`src/rtl/bellek_hakemi_pkg.sv`:
```
// bellek_hakemi_pkg
//   Shared types and constants for the memory-port arbiter: FSM state
//   encoding, requester ids, last-served encodings for the L1 round-robin
//   and the read data returned on a watchdog timeout.
package bellek_hakemi_pkg;

   typedef enum logic [1:0] {
      BOS    = 2'd0,   // idle, sampling requests
      MESGUL = 2'd1,   // transaction in flight towards memory
      HATA   = 2'd2    // watchdog fired, one-cycle error completion
   } durum_e;

   localparam logic [1:0] ISTEKCI_TIMER  = 2'd0;
   localparam logic [1:0] ISTEKCI_BUYRUK = 2'd1;
   localparam logic [1:0] ISTEKCI_VERI   = 2'd2;

   // Last L1 requester served; the other one wins the next L1 tie.
   localparam logic BUYRUK = 1'b0;
   localparam logic VERI   = 1'b1;

   localparam logic [31:0] HATA_RDATA = 32'h0;

endpackage

```
`src/rtl/bellek_hakemi_secici.sv`:
```
// hakem_secici
//   Combinational winner pick among timer, L1B and L1V.
//   Timer has absolute priority; a lone L1 requester wins; on an L1 tie
//   the requester not recorded in son_hizmet_i wins.
// Ports:
//   timer_valid_i, l1b_valid_i, l1v_valid_i : request valids
//   son_hizmet_i                            : last L1 served (BUYRUK/VERI)
//   secim_var_o                             : any request present
//   kazanan_o                               : winner id (ISTEKCI_*)
module hakem_secici
   import bellek_hakemi_pkg::*;
(
   input  logic       timer_valid_i,
   input  logic       l1b_valid_i,
   input  logic       l1v_valid_i,
   input  logic       son_hizmet_i,
   output logic       secim_var_o,
   output logic [1:0] kazanan_o
);

   always_comb begin
      secim_var_o = timer_valid_i | l1b_valid_i | l1v_valid_i;
      kazanan_o   = ISTEKCI_TIMER;
      if (timer_valid_i) begin
         kazanan_o = ISTEKCI_TIMER;
      end else if (l1b_valid_i && l1v_valid_i) begin
         kazanan_o = (son_hizmet_i == VERI) ? ISTEKCI_BUYRUK : ISTEKCI_VERI;
      end else if (l1b_valid_i) begin
         kazanan_o = ISTEKCI_BUYRUK;
      end else if (l1v_valid_i) begin
         kazanan_o = ISTEKCI_VERI;
      end
   end

endmodule

```
`src/rtl/bellek_hakemi.sv`:
```
// bellek_hakemi
//   Transaction-level arbiter in front of the main-memory port. A grant is
//   held for a whole transaction; address/strobes/data are registered at
//   grant time and frozen. A watchdog completes a transaction that memory
//   never acknowledges with zero read data and a hata_o pulse.
// Ports:
//   clk_i, rst_i                 : clock, async active-high reset
//   iomem_*                      : memory side (valid/ready/wstrb/addr/wdata/rdata)
//   timer_iomem_*                : timer requester (read-only, full address)
//   l1b_iomem_*                  : L1 instruction cache (read-only, word address)
//   l1v_iomem_*                  : L1 data cache (read/write, word address)
//   hata_o                       : one-cycle watchdog pulse
module bellek_hakemi
   import bellek_hakemi_pkg::*;
#(
   parameter int          ZAMAN_ASIMI = 255,
   parameter logic [7:0]  ADR_TABAN   = 8'h40
) (
   input  logic        clk_i,
   input  logic        rst_i,
   output logic        iomem_valid,
   input  logic        iomem_ready,
   output logic [3:0]  iomem_wstrb,
   output logic [31:0] iomem_addr,
   output logic [31:0] iomem_wdata,
   input  logic [31:0] iomem_rdata,
   input  logic        timer_iomem_valid,
   input  logic [31:0] timer_iomem_addr,
   output logic        timer_iomem_ready,
   output logic [31:0] timer_iomem_rdata,
   input  logic        l1b_iomem_valid,
   output logic        l1b_iomem_ready,
   input  logic [16:0] l1b_iomem_addr,
   output logic [31:0] l1b_iomem_rdata,
   input  logic        l1v_iomem_valid,
   output logic        l1v_iomem_ready,
   input  logic [3:0]  l1v_iomem_wstrb,
   input  logic [16:0] l1v_iomem_addr,
   input  logic [31:0] l1v_iomem_wdata,
   output logic [31:0] l1v_iomem_rdata,
   output logic        hata_o
);

   localparam int SAYAC_W = $clog2(ZAMAN_ASIMI + 1);

   durum_e             durum_q, durum_d;
   logic [1:0]         istekci_q, istekci_d;
   logic [31:0]        adr_q, adr_d;
   logic [3:0]         wstrb_q, wstrb_d;
   logic [31:0]        wdata_q, wdata_d;
   logic [SAYAC_W-1:0] sayac_q, sayac_d;
   logic               son_q, son_d;

   logic               secim_var;
   logic [1:0]         kazanan;
   logic [16:0]        l1_adr;
   logic               tamam;
   logic [31:0]        rdata_ortak;

   hakem_secici u_secici (
      .timer_valid_i (timer_iomem_valid),
      .l1b_valid_i   (l1b_iomem_valid),
      .l1v_valid_i   (l1v_iomem_valid),
      .son_hizmet_i  (son_q),
      .secim_var_o   (secim_var),
      .kazanan_o     (kazanan)
   );

   assign l1_adr = (kazanan == ISTEKCI_BUYRUK) ? l1b_iomem_addr : l1v_iomem_addr;

   always_comb begin
      durum_d   = durum_q;
      istekci_d = istekci_q;
      adr_d     = adr_q;
      wstrb_d   = wstrb_q;
      wdata_d   = wdata_q;
      sayac_d   = sayac_q;
      son_d     = son_q;
      case (durum_q)
         BOS: begin
            if (secim_var) begin
               istekci_d = kazanan;
               adr_d     = (kazanan == ISTEKCI_TIMER) ? timer_iomem_addr
                                                      : {ADR_TABAN, 5'b0, l1_adr, 2'b0};
               wstrb_d   = (kazanan == ISTEKCI_VERI) ? l1v_iomem_wstrb : 4'h0;
               wdata_d   = l1v_iomem_wdata;
               sayac_d   = '0;
               durum_d   = MESGUL;
            end
         end
         MESGUL: begin
            // Ready on the limit cycle still completes normally.
            if (iomem_ready) begin
               durum_d = BOS;
               if (istekci_q != ISTEKCI_TIMER)
                  son_d = (istekci_q == ISTEKCI_VERI) ? VERI : BUYRUK;
            end else if (sayac_q == SAYAC_W'(ZAMAN_ASIMI - 1)) begin
               durum_d = HATA;
            end else begin
               sayac_d = sayac_q + SAYAC_W'(1);
            end
         end
         HATA: begin
            durum_d = BOS;
            if (istekci_q != ISTEKCI_TIMER)
               son_d = (istekci_q == ISTEKCI_VERI) ? VERI : BUYRUK;
         end
         default: durum_d = BOS;
      endcase
   end

   always_ff @(posedge clk_i or posedge rst_i) begin
      if (rst_i) begin
         durum_q   <= BOS;
         istekci_q <= ISTEKCI_TIMER;
         adr_q     <= '0;
         wstrb_q   <= '0;
         wdata_q   <= '0;
         sayac_q   <= '0;
         son_q     <= VERI;
      end else begin
         durum_q   <= durum_d;
         istekci_q <= istekci_d;
         adr_q     <= adr_d;
         wstrb_q   <= wstrb_d;
         wdata_q   <= wdata_d;
         sayac_q   <= sayac_d;
         son_q     <= son_d;
      end
   end

   // Outputs decode straight from the state register so an async reset
   // drops valid and every ready without waiting for an edge.
   assign iomem_valid = (durum_q == MESGUL);
   assign iomem_addr  = adr_q;
   assign iomem_wstrb = wstrb_q;
   assign iomem_wdata = wdata_q;
   assign hata_o      = (durum_q == HATA);

   assign tamam       = ((durum_q == MESGUL) && iomem_ready) || (durum_q == HATA);
   assign rdata_ortak = (durum_q == HATA) ? HATA_RDATA : iomem_rdata;

   assign timer_iomem_ready = tamam && (istekci_q == ISTEKCI_TIMER);
   assign l1b_iomem_ready   = tamam && (istekci_q == ISTEKCI_BUYRUK);
   assign l1v_iomem_ready   = tamam && (istekci_q == ISTEKCI_VERI);

   assign timer_iomem_rdata = rdata_ortak;
   assign l1b_iomem_rdata   = rdata_ortak;
   assign l1v_iomem_rdata   = rdata_ortak;

endmodule

```
`config.mk`:
```
export PLATFORM = sky130hd
export DESIGN_NAME = bellek_hakemi
export DESIGN_NICKNAME = d
export VERILOG_FILES = /design/src/rtl/bellek_hakemi_pkg.sv /design/src/rtl/bellek_hakemi_secici.sv /design/src/rtl/bellek_hakemi.sv
export SDC_FILE = /design/constraint.sdc
export NUM_CORES = 1
export LEC_CHECK = 0
export ABC_AREA = 1
export CAP_MARGIN = 5
export CORE_AREA = 2 2 121 123
export DETAILED_ROUTE_END_ITERATION = 10
export DIE_AREA = 0 0 123 125
export GPL_TIMING_DRIVEN = 0
export PLACE_DENSITY = 0.73
export SLEW_MARGIN = 20
export SYNTH_ARGS = -nofsm -noshare
export SYNTH_HDL_FRONTEND = slang
export SYNTH_SLANG_ARGS = --single-unit
```
`constraint.sdc`:
```
create_clock -name clk_i -period 7.2 [get_ports clk_i]
set_clock_uncertainty 0.1 [all_clocks]
set_input_delay 1.8 -clock clk_i [delete_from_list [all_inputs] [get_ports clk_i]]
set_output_delay 1.8 -clock clk_i [all_outputs]
set_load 0.02 [all_outputs]
```
=== Yosys cells after proc, flatten, opt, wreduce, memory -nomap -nowiden ===
Index checks and enable logic that the tools add are counted.

* Bits in registers: 81
* Input port bits: 140
* Output and inout port bits: 169

* Add/sub/neg operators: 1
* Equality and inequality tests: 12
* Multiplexer cells: 21
* Bitwise gates (word level): 2
* Reduce and logical (&&, ||, !) cells: 16

{| class="wikitable"
|+ Operators by type and width
! operator !! count
|-
| $mux 32 || 2
|-
| $mux 8 || 3
|-
| $mux 17 || 1
|-
| $mux 2 || 8
|-
| $pmux 8 s2 || 1
|-
| $add 8x1->8 const B || 1
|-
| $eq 8x8->1 const B || 1
|-
| $eq 2x1->1 const B || 3
|-
| $eq 2x2->1 const B || 3
|-
| $logic_not 2->1 || 3
|-
| $ne 2x2->1 const B || 3
|-
| $reduce_and 2->1 || 3
|-
| $reduce_bool 2->1 || 3
|-
| $logic_and 1x1->1 || 5
|-
| $mux 4 || 1
|-
| $pmux 2 s2 || 1
|-
| $reduce_and 4->1 || 1
|-
| $mux 1 || 3
|-
| $ne 3x1->1 const B || 1
|-
| $ne 2x1->1 const B || 1
|-
| $or 1x1->1 || 2
|-
| $pmux 1 s2 || 1
|-
| $logic_or 1x1->1 || 1
|}

=== Longest topological paths before layout ===
* Word-level depth: 7
* Gate-level depth with buffers: 9
* Depth with buffers taken out: 9

=== Cells and area by module ===
Synthesis repeated with hierarchy kept, for this count alone.

* Cells, all modules: 576
* Area total of the unflattened synthesis: 4394.2 µm²

{| class="wikitable"
|+ Modules (own cells, without submodules)
! module !! instances !! cells each !! area each (µm²)
|-
| bellek_hakemi || 1 || 565 || 4352.9
|-
| hakem_secici || 1 || 11 || 41.3
|}

=== Worst setup path after synthesis ===
OpenSTA, ideal clock, no wires.

* Path type: input to output
* From: input port iomem_ready
* To: output port timer_iomem_ready
* Data arrival time: 2589 ps
* Data required time: 5300 ps
* Setup slack: 2711 ps
* Cell stages on the path: 4
* Cells stage by stage: inv_1 o21ai_0 inv_1 nor3_1

* Word-level cells in the longest chain between the ends: 3

{| class="wikitable"
|+ Ends and longest elaborated chain
! element !! RTL line !! text
|-
| start, declared || bellek_hakemi.sv:22 || <nowiki>input logic iomem_ready,</nowiki>
|-
| $logic_and 1x1->1 || bellek_hakemi.sv:140 || <nowiki>assign tamam = ((durum_q == MESGUL) && iomem_ready) || (durum_q == HATA);</nowiki>
|-
| $logic_or 1x1->1 || bellek_hakemi.sv:140 ||
|-
| $logic_and 1x1->1 || bellek_hakemi.sv:143 || <nowiki>assign timer_iomem_ready = tamam && (istekci_q == ISTEKCI_TIMER);</nowiki>
|-
| end, declared || bellek_hakemi.sv:29 || <nowiki>output logic timer_iomem_ready,</nowiki>
|}

No other way between the ends.

=== Final worst setup path ===
* From: input port iomem_ready
* To: output port l1b_iomem_ready

* Word-level cells in the longest chain between the ends: 3

{| class="wikitable"
|+ Ends and longest elaborated chain
! element !! RTL line !! text
|-
| $logic_and 1x1->1 || bellek_hakemi.sv:140 ||
|-
| $logic_or 1x1->1 || bellek_hakemi.sv:140 ||
|-
| $logic_and 1x1->1 || bellek_hakemi.sv:144 || <nowiki>assign l1b_iomem_ready = tamam && (istekci_q == ISTEKCI_BUYRUK);</nowiki>
|-
| end, declared || bellek_hakemi.sv:32 || <nowiki>output logic l1b_iomem_ready,</nowiki>
|}

No other way between the ends.

==> flow_metrics.py <==
metrics = {
    "clock_tree": {
        "ctsHoldBuffers": 0,
        "ctsRootBufferMaster": "clkbuf_16",
        "post_cts_buffers": 0,
        "clockBufferDepth": 2,
        "cts_resized": 0,
        "cts_buffers": 9,
        "cts_tree": "built",
        "h-tree-depth": 3,
        "clock_latency_ns": 0.34,
        "clk_pin_slew_ns": 0.07,
        "clock-sinks": 81,
    },
    "power_and_ir_drop": {
        "seqPwrFrac": 0.302,
        "ir_drop_v": 0.000221,
        "p_sw_mw": 1.00,
        "swShare": 0.391,
        "combPwrFrac": 0.504,
        "pwr-share-clk": 0.195,
        "p_int_mw": 1.56,
        "powerDensity_nw_per_um2": 310,
        "p_leak_nw": 3.95,
    },
    "synthesis": {
        "syn_area_um2": 4580,
        "synth_nets": 745,
        "synth_edf_count": 0,
        "yosysSeqAreaShare": 0.442,
        "synth_cell_types": 27,
        "syn_area_per_cell_um2": 7.60,
        "synth-seq-cells": 81,
        "synthCells": 603,
        "netlist.top_cell.by_area": "dfrtp_1",
        "synthArstFlopShare": 1.00,
        "yosys_warnings": 0,
        "synth_area_leaders": "dfrtp_1 44%, nand2_1 16%, buf_4 11%",
        "synth_top_area_frac": 0.437,
        "synth_top_flop_cell": "dfrtp_1",
    },
    "timing": {
        "min_period_ns": 5.47,
        "worst_pin_slew_ns": 0.616,
        "slew_viol_final": 0,
        "setup_tns_ns": 0,
        "fin_crit_sh": 0.760,
        "rsz0062_at_grt": "false",
        "slew_headroom": 0.589,
        "hold_viol": 0,
        "setup_ws_ns": 1.73,
        "timing.fmax_ghz": 0.183,
        "setup_viol": 0,
    },
    "critical_path": {
        "cp.required_ns": 5.30,
        "crit_type": "primary input to primary output",
        "critPathMaxFanout": 3,
        "r2r_start": "durum_q[0]$_DFFE_PP0P_",
        "start_kind": "primary input",
        "worstSetupStartpoint": "iomem_ready",
        "critPathArrivalTime_ns": 3.57,
        "critPathCaptureType": "primary output",
    },
    "grt": {
        "grt_max_degree": 44,
        "grt_usage": 0.211,
        "grt-ovfl-total": 0,
        "grt_pass1_wl_um": 24800,
        "antenna_found_initial": 0,
        "grt_pass1_vias": 4596,
    },
    "route": {
        "dr_total_vias": 4869,
        "drt_wl_total_um": 16700,
        "drt_iter0_drc": 205,
        "drtAntennaViolNets": 0,
        "firstDrtPassIters": 5,
        "post_drt_wl_per_cell_um": 15.0,
        "drcViolationCount": 0,
        "vias_per_cell": 4.38,
    },
    "die": {
        "rows": 44,
        "die_y_um": 125,
        "die_area_um2": 15400,
        "start_util": 0.323,
        "num_io_pins": 309,
        "core_area_um2": 14200,
        "die_w_um": 123,
    },
    "cells_and_area": {
        "layout-drive-gt1-share": 0.124,
        "nets": 1065,
        "area_growth_pct": 79.9,
        "nFillCells": 1306,
        "antenna-diode-count": 0,
        "fin_util": 0.581,
    },
    "placement": {
        "dp_hpwl_um": 13500,
        "place.gp.congestion": 0.908,
        "io_buffers": 308,
        "pre_cts_slack_ns": 1.76,
    },
    "hold_path": {
        "hp-class": "flip-flop to flip-flop",
        "hold_start": "iomem_addr[26]$_DFFE_PP0P_",
    },
    "flow_run": {
        "maxCapViolations": 0,
    },
    "outcome": {
        "outcome": "finished clean",
    },
}
-- per-stage QoR --
| step | std cells | power, mW | instance area, um^2 | hold WS, ns |
|---|---|---|---|---|
| global placement | 1095 | 2.05 | 7900 | 0.361 |
| finish | 1112 | 2.56 | 8250 | 0.380 |
| global route | 1112 | 2.71 | 8250 | 0.401 |
| detailed placement | 1096 | 2.07 | 7930 | 0.364 |
| floorplan | 603 | 1.42 | 4580 | 0.375 |
| CTS | 1112 | 2.58 | 8250 | 0.382 |
-- layer usage --
| layer | GRT usage | share of wire | vias up |
|---|---|---|---|
| li1 | - | - | 2416 |
| met1 | 0.229 | 0.37 | 2219 |
| met2 | 0.387 | 0.52 | 218 |
| met3 | 0.0721 | 0.10 | 16 |
| met4 | 0.0561 | 0.015 | 0 |
| met5 | 0 | 0 | - |
-- worst max-delay path, stage by stage --
cell	delay [ns]
clkdlybuf4s50_1	0.50
inv_1	0.06
o21ai_0	0.29
nand2_1	0.12
nor2_1	0.16
clkdlybuf4s50_1	0.65
-- Yosys cell counts (2+ instances only) --
cell type and n:
a21oi_1 25, buf_1 3, buf_2 3, buf_4 67, buf_6 8, clkbuf_1 4
clkbuf_8 4, dfrtp_1 80, ha_1 2, inv_1 61, inv_2 3, nand2_1 192
nand2_2 3, nand3_1 50, nand3b_1 12, nor2_1 56, nor2_4 2, o21ai_0 10
o21ai_1 4, or2_2 5, xor2_1 3
-- power by group through the flow --
stage / combinational (mW) / sequential [mW] / clock (mW)
floorplan: 0.444 / 0.977 / 0
global placement: 1.29 / 0.765 / 0
detailed placement: 1.30 / 0.768 / 0
CTS: 1.30 / 0.771 / 0.509
global route: 1.38 / 0.796 / 0.529
finish: 1.29 / 0.771 / 0.498
-- state kept, by name, summed over array words and instances, names as in the netlist --
signal       cells
sayac_q          8
son_q            1
durum_q          2
iomem_addr      32
istekci_q        2
iomem_wdata     32
iomem_wstrb      4
-- cell families after synthesis --
kind of cell | Yosys count | share of synthesized area
and+or+nand+nor | 324 | 0.299
AOI/OAI and AO/OA | 40 | 0.0442
xor gates and xnor gates | 3 | 0.00573
adders and majority gates | 2 | 0.00546
buffers and inverters | 153 | 0.203
DFF | 81 | 0.442
-- final cells by class --
cell class	count	area, um^2	share of cell area
sequential	81	2030	0.246
timing repair buffer	309	3110	0.377
clock buffer	10	229	0.0278
multi-input combinational	369	1630	0.197
clock inverter	6	90.1	0.0109
inverter	64	243	0.0294
buffer	89	689	0.0836
tap	184	230	0.0279
-- cell usage in the layout (no fill, tap or decap), types with 2 or more instances in the layout --
cell type        count
ha_1                 2
a21oi_1             25
nor2_1              56
clkdlybuf4s50_1    308
nand2_1            192
buf_4               67
nor2_4               2
or2_2                5
inv_1               60
clkbuf_16            9
bufinv_16            2
clkbuf_8             4
o21ai_0             10
nand3_1             50
buf_2                3
inv_2                3
nand3b_1            12
clkbuf_1             5
nand2_2              3
dfrtp_1             80
xor2_1               3
buf_1                3
o21ai_1              4
buf_6                8
-- final timing paths --
| kind | to | slack [ns] | cells past startpoint |
|---|---|---|---|
| min | iomem_addr[26]$_DFFE_PP0P_ | 0.38 | 2 |
| max in group asynchronous | son_q$_DFFE_PP1P_ | 4.58 | 3 |
| min reg2reg | iomem_addr[26]$_DFFE_PP0P_ | 0.38 | 2 |
| min in group asynchronous | iomem_wdata[9]$_DFFE_PP0P_ | 1.76 | 2 |
| max reg2reg | iomem_wdata[17]$_DFFE_PP0P_ | 5.61 | 7 |
| max | l1b_iomem_ready | 1.73 | 6 |
Power figures use the tool's default switching activity.
